### config.mk
export PLATFORM = sky130hd
export DESIGN_NAME = binarization_output
export DESIGN_NICKNAME = d
export VERILOG_FILES = /design/src/rtl/binarization_output.sv
export SDC_FILE = /design/constraint.sdc
export NUM_CORES = 1
export LEC_CHECK = 0
export BUFFER_PORTS_ARGS = -buffer_cell sky130_fd_sc_hd__clkbuf_2
export CORE_ASPECT_RATIO = 1.75
export CORE_MARGIN = 2
export CORE_UTILIZATION = 55
export CTS_CLUSTER_SIZE = 14
export DETAILED_ROUTE_END_ITERATION = 8
export PLACE_DENSITY = 0.78
export SYNTH_ARGS = -nofsm -noshare
export SYNTH_HDL_FRONTEND = slang
export SYNTH_SLANG_ARGS = --single-unit
### constraint.sdc
create_clock -name clk -period 2 [get_ports clk]
set_input_delay 0 -clock clk [delete_from_list [all_inputs] [get_ports clk]]
set_output_delay 0 -clock clk [all_outputs]
set_load 0.005 [all_outputs]
### src/rtl/binarization_output.sv
// binarization_output: decodes thermometer-coded channel words back into
// signed multi-bit pixels. This is the inverse of the input binarization
// stage: pixel p is coded as CH_CNT/2 + p ones filled from bit 0 upward.
// The block is a two-stage valid/ready pipeline (S1, S2) that tracks frame
// position and flags lanes whose code is not a legal thermometer word.
//
// Handshake: a beat moves across an interface on a rising edge where
// valid && ready are both 1. A producer holds its valid and data stable
// until that edge. in_ready depends only on registered state and out_ready,
// never on in_valid. out_* fields stay stable while out_valid && !out_ready.
module binarization_output #(
    parameter int PARAM_IN_CNT = 784,
    parameter int PARAM_IN_BIT = 2,
    parameter int PARAM_CH_CNT = 2**PARAM_IN_BIT,
    parameter int PARAM_LANES  = 16
) (
    input  logic                                          clk,
    input  logic                                          rst_n,
    input  logic                                          in_valid,
    output logic                                          in_ready,
    input  logic [PARAM_LANES-1:0][PARAM_CH_CNT-1:0]      in_chan,
    output logic                                          out_valid,
    input  logic                                          out_ready,
    output logic [PARAM_LANES-1:0][PARAM_IN_BIT-1:0]      out_pixel,
    output logic                                          out_last,
    output logic                                          out_err,
    output logic                                          frame_err
);

    localparam int BEATS = PARAM_IN_CNT / PARAM_LANES;
    localparam int IDX_W = (BEATS > 1) ? $clog2(BEATS) : 1;
    localparam int PC_W  = $clog2(PARAM_CH_CNT + 1);
    localparam logic [IDX_W-1:0]        LAST_IDX = IDX_W'(BEATS - 1);
    localparam logic [PARAM_IN_BIT-1:0] HALF     = PARAM_IN_BIT'(PARAM_CH_CNT / 2);

    // Input-side beat index; it is attached to each beat as it enters S1
    // so that stalls further down cannot skew frame position.
    logic [IDX_W-1:0] in_idx_q, in_idx_d;

    // S1: per-lane saturated popcount and malformed flag.
    logic                                     s1_valid_q, s1_valid_d;
    logic [PARAM_LANES-1:0][PARAM_IN_BIT-1:0] s1_pop_q,   s1_pop_d;
    logic [PARAM_LANES-1:0]                   s1_bad_q,   s1_bad_d;
    logic [IDX_W-1:0]                         s1_idx_q,   s1_idx_d;

    // S2: decoded pixels, beat error and frame position.
    logic                                     s2_valid_q, s2_valid_d;
    logic [PARAM_LANES-1:0][PARAM_IN_BIT-1:0] s2_pix_q,   s2_pix_d;
    logic                                     s2_err_q,   s2_err_d;
    logic [IDX_W-1:0]                         s2_idx_q,   s2_idx_d;

    logic frame_err_q, frame_err_d;

    logic [PARAM_LANES-1:0][PC_W-1:0]         pop_cnt;
    logic [PARAM_LANES-1:0][PARAM_IN_BIT-1:0] pop_sat;
    logic [PARAM_LANES-1:0]                   lane_bad;
    logic                                     s2_adv;
    logic                                     s1_load;
    logic                                     out_xfer;

    // S2 can take new contents when empty or when its beat leaves this cycle.
    assign s2_adv   = !s2_valid_q || out_ready;
    assign in_ready = !s1_valid_q || s2_adv;
    assign s1_load  = in_valid && in_ready;
    assign out_xfer = s2_valid_q && out_ready;

    // Per-lane popcount and legality of the incoming thermometer code.
    // A code c is of the form (1<<k)-1 exactly when c & (c+1) == 0; the
    // all-ones word passes that test but needs k = CH_CNT, so it is illegal.
    always_comb begin
        pop_cnt  = '0;
        pop_sat  = '0;
        lane_bad = '0;
        for (int l = 0; l < PARAM_LANES; l++) begin
            for (int j = 0; j < PARAM_CH_CNT; j++) begin
                pop_cnt[l] = pop_cnt[l] + {{(PC_W-1){1'b0}}, in_chan[l][j]};
            end
            if (pop_cnt[l] > PC_W'(PARAM_CH_CNT - 1)) begin
                pop_sat[l] = '1;
            end else begin
                pop_sat[l] = pop_cnt[l][PARAM_IN_BIT-1:0];
            end
            lane_bad[l] = ((in_chan[l] & (in_chan[l] + PARAM_CH_CNT'(1))) != '0)
                          || (pop_cnt[l] == PC_W'(PARAM_CH_CNT));
        end
    end

    // Next-state for both stages, the beat index and the sticky frame error.
    always_comb begin
        in_idx_d    = in_idx_q;
        s1_valid_d  = s1_valid_q;
        s1_pop_d    = s1_pop_q;
        s1_bad_d    = s1_bad_q;
        s1_idx_d    = s1_idx_q;
        s2_valid_d  = s2_valid_q;
        s2_pix_d    = s2_pix_q;
        s2_err_d    = s2_err_q;
        s2_idx_d    = s2_idx_q;
        frame_err_d = frame_err_q;

        if (in_ready) begin
            s1_valid_d = in_valid;
        end
        if (s1_load) begin
            s1_pop_d = pop_sat;
            s1_bad_d = lane_bad;
            s1_idx_d = in_idx_q;
            in_idx_d = (in_idx_q == LAST_IDX) ? '0 : in_idx_q + 1'b1;
        end

        if (s2_adv) begin
            s2_valid_d = s1_valid_q;
            if (s1_valid_q) begin
                for (int l = 0; l < PARAM_LANES; l++) begin
                    s2_pix_d[l] = s1_pop_q[l] - HALF;
                end
                s2_err_d = |s1_bad_q;
                s2_idx_d = s1_idx_q;
            end
        end

        // The first beat of a frame restarts the sticky flag from its own error.
        if (out_xfer) begin
            if (s2_idx_q == '0) begin
                frame_err_d = s2_err_q;
            end else begin
                frame_err_d = frame_err_q | s2_err_q;
            end
        end
    end

    // State registers; reset discards every in-flight beat.
    always_ff @(posedge clk or negedge rst_n) begin
        if (!rst_n) begin
            in_idx_q    <= '0;
            s1_valid_q  <= 1'b0;
            s1_pop_q    <= '0;
            s1_bad_q    <= '0;
            s1_idx_q    <= '0;
            s2_valid_q  <= 1'b0;
            s2_pix_q    <= '0;
            s2_err_q    <= 1'b0;
            s2_idx_q    <= '0;
            frame_err_q <= 1'b0;
        end else begin
            in_idx_q    <= in_idx_d;
            s1_valid_q  <= s1_valid_d;
            s1_pop_q    <= s1_pop_d;
            s1_bad_q    <= s1_bad_d;
            s1_idx_q    <= s1_idx_d;
            s2_valid_q  <= s2_valid_d;
            s2_pix_q    <= s2_pix_d;
            s2_err_q    <= s2_err_d;
            s2_idx_q    <= s2_idx_d;
            frame_err_q <= frame_err_d;
        end
    end

    assign out_valid = s2_valid_q;
    assign out_pixel = s2_pix_q;
    assign out_err   = s2_err_q;
    assign out_last  = s2_valid_q && (s2_idx_q == LAST_IDX);
    assign frame_err = frame_err_q;

endmodule
==> metrics.cfg <==
[timing]
slew_viol_final=0
hold_viol_final=0
hold_slack_ns=0.00808
fmax_mhz=516
timing.final.crit_share_pct=96.9
slew_headroom_pct=58.6
rsz0062_at_grt=yes
period_minus_slack_ns=1.94
worst_pin_slew_ns=0.615
report.final.setup_viol=0
skew_ns=0.00716

[clock_network]
htree_levels=3
cts_tree=done
clk_path_buf_depth=2
cts_root_buffer=clkbuf_16
clock-sinks=102
numCtsBuffers=9
clk_pin_slew_worst_paths_ns=0.07
clock_latency_ns=0.34

[synth]
synth_most_common_cell=inv_1
synth_top_cell_by_area=dfrtp_1
ys_ff_latch=102
async_flop_share_pct=100
synth_edf_count=0
synth_fp_nets=763
synthXorXnorAreaFrac_pct=0.143
muxShareOfSynthArea_pct=9.60
synth_top_area_share_pct=41.6
synth_warnings=0
synthCells=599
ys_types=35
synth_area_um2=6130
syn_area_per_cell_um2=10.2
synth_compound_area_share_pct=10.2
yosys.area_share.simple_pct=7.13
ys.flop_type=dfrtp_1
synth-adder-area-share_pct=21.6
synth_top_family_by_area=adder cells
synth_commonest_cells=inv_1, dfrtp_1, ha_1
synth_area_leaders=dfrtp_1, ha_1, inv_1, mux2_2, a21oi_1
yosysSeqAreaShare_pct=41.6

[final_layout]
drive_gt1_share_pct=24.9
fillerInstances=825
nets=887
num_antenna_cells=0
final_util_pct=67.2
area_growth_pct=20.3

[routing]
antenna_left=0
vias=4634
drc=0
drt_iter0_markers=274
wire_per_inst_um=15.6
routed_via_density=5.39
drt-pass1-iter-count=4
routed_wl_um=13400

[placement]
hpwl_um=9980
portBuffers=104
gp_congestion=0.858

[floorplanning]
io-pin-count=105
dieArea_um2=12000
rows=51
die_w_um=83.8
initial_core_util_pct=55.8
core_um2=11000
die_y_um=144

[critical_path]
worstPathArrival_ns=2.16
cp_top_family=adder cells
crit_fanout=3
cp_cell_sequence=dlygate4sd3_1, clkbuf_2, inv_1, fa_1, inv_1, ha_1, ha_1, nor3b_1, a2111oi_2, a21oi_1
start_kind=input pin
path_buf_inv=4
reg2reg_slack_ns=0.37
rr_worst_depth=3
slowest_stage=dlygate4sd3_1
worst-setup-path-type=input pin to flip-flop
cp-end-kind=flip-flop
slowest_delay_ns=0.54
required_ns=2.22
worstReg2RegEnd=out_err
rr_startpoint=s1_bad_q[10]

[hold_path]
min_path_type=input pin to flip-flop
hp-start=in_chan[48]
min_path_cells=4
whs_endpoint=s1_bad_q[12]

[global_route]
gr-usage-all-layers_pct=22.5
grt_pass1_wl_um=21800
antenna_found_initial=0
grt_pass1_vias=4891
grt-ovfl-total=0
grt_max_degree=47

[pwr]
pwr_density_cell_nw_per_um2=899
vdd.ir_drop.worst_v=0.000539
total_leakage_power_nw=3.81

[run]
drv_cap=0

[run_status]
status=finished, final reports clean

[worst min-delay path, stage by stage]
cell,delay [ns]
clkbuf_2,0.10
nand3_1,0.06
nand2_1,0.07
a31oi_1,0.07
[registers in the layout (all words and copies together) (netlist names)]
signal	count
frame_err	1
in_idx_q	6
out_err	1
out_pixel	32
out_valid	1
s1_bad_q	16
s1_idx_q	6
s1_pop_q	32
s1_valid_q	1
s2_idx_q	6
[logic make-up (layout without fill, tap and decap cells)]
kind of cell	after synthesis	in the layout
buffers and inverters	149	278
XOR/XNOR	1	1
AND/OR/NAND/NOR	92	92
multiplexers	54	54
flip-flops	102	102
adder cells (fa/ha/maj)	96	96
AO/OA/AOI/OAI	105	105
[layout make-up]
type / instances / area, um^2 / share of cell area (%)
Multi-Input combinational cell: 348 / 3040 / 41.2
Sequential cell: 102 / 2550 / 34.6
Timing Repair Buffer: 134 / 818 / 11.1
Inverter: 128 / 480 / 6.52
Clock buffer: 14 / 284 / 3.85
Tap cell: 132 / 165 / 2.24
Clock inverter: 2 / 37.5 / 0.509
[power breakdown]
part	switching, W	leakage (nW)	internal [W]
logic	0.000878	2.52	0.000895
clock network	0.000722	0.155	0.00111
registers	0.000398	1.13	0.00262
[worst max-delay path by stage]
stage | from | to | slack [ns] | cells after the start
5_1_grt | in_chan[43] | s1_bad_q[10] | -0.02 | 10
2_1_floorplan | in_chan[40] | s1_bad_q[10] | 0.36 | 8
3_3_place_gp | in_chan[40] | s1_bad_q[10] | 0.19 | 9
6_report | in_chan[43] | s1_bad_q[10] | 0.06 | 10
4_1_cts | in_chan[43] | s1_bad_q[10] | 0.03 | 10
3_5_place_dp | in_chan[40] | s1_bad_q[10] | 0.08 | 9
[per-stage QoR]
step / power (W) / cell area [um^2] / std cells / setup slack, ns / setup TNS [ns]
finish: 0.00663 / 7370 / 860 / 0.0610 / 0
global route: 0.00702 / 7370 / 860 / -0.0150 / -0.0185
CTS: 0.00664 / 7320 / 860 / 0.0330 / 0
detailed placement: 0.00478 / 6820 / 826 / 0.0776 / 0
global placement: 0.00463 / 6820 / 826 / 0.191 / 0
floorplan: 0.00402 / 6130 / 599 / 0.355 / 0
[layout by cell type (no fill, tap or decap), types with 6 or more instances in the layout]
| master | netlist | layout |
|---|---|---|
| inv_1 | 128 | 128 |
| a21oi_1 | 67 | 67 |
| nand3_1 | 18 | 18 |
| a221oi_1 | 15 | 9 |
| nor2_1 | 34 | 34 |
| a31oi_1 | 15 | 15 |
| a221oi_2 | 0 | 6 |
| ha_1 | 80 | 77 |
| mux2i_1 | 16 | 16 |
| mux2_2 | 38 | 38 |
| dlygate4sd3_1 | 0 | 18 |
| buf_4 | 1 | 11 |
| nand2_1 | 17 | 16 |
| clkbuf_2 | 0 | 103 |
| dfrtp_1 | 102 | 102 |
| clkbuf_16 | 0 | 9 |
| fa_1 | 16 | 16 |
[per-layer routing]
layer	vias to the layer above	GRT usage (%)	wire length, um
li1	2217	-	-
met3	24	3.16	412
met4	0	8.83	365
met2	104	43.6	7560
met5	-	0	0
met1	2289	24.3	5110
[what timing repair did]
item                                    CTS  global route
endpoints found under the setup margin    0             7
setup buffers                             0             0
gates resized for setup                   0            11
hold buffers                             18             0
hold endpoints to repair                 91             0
Note: power is estimated with default switching activity, not from simulation.
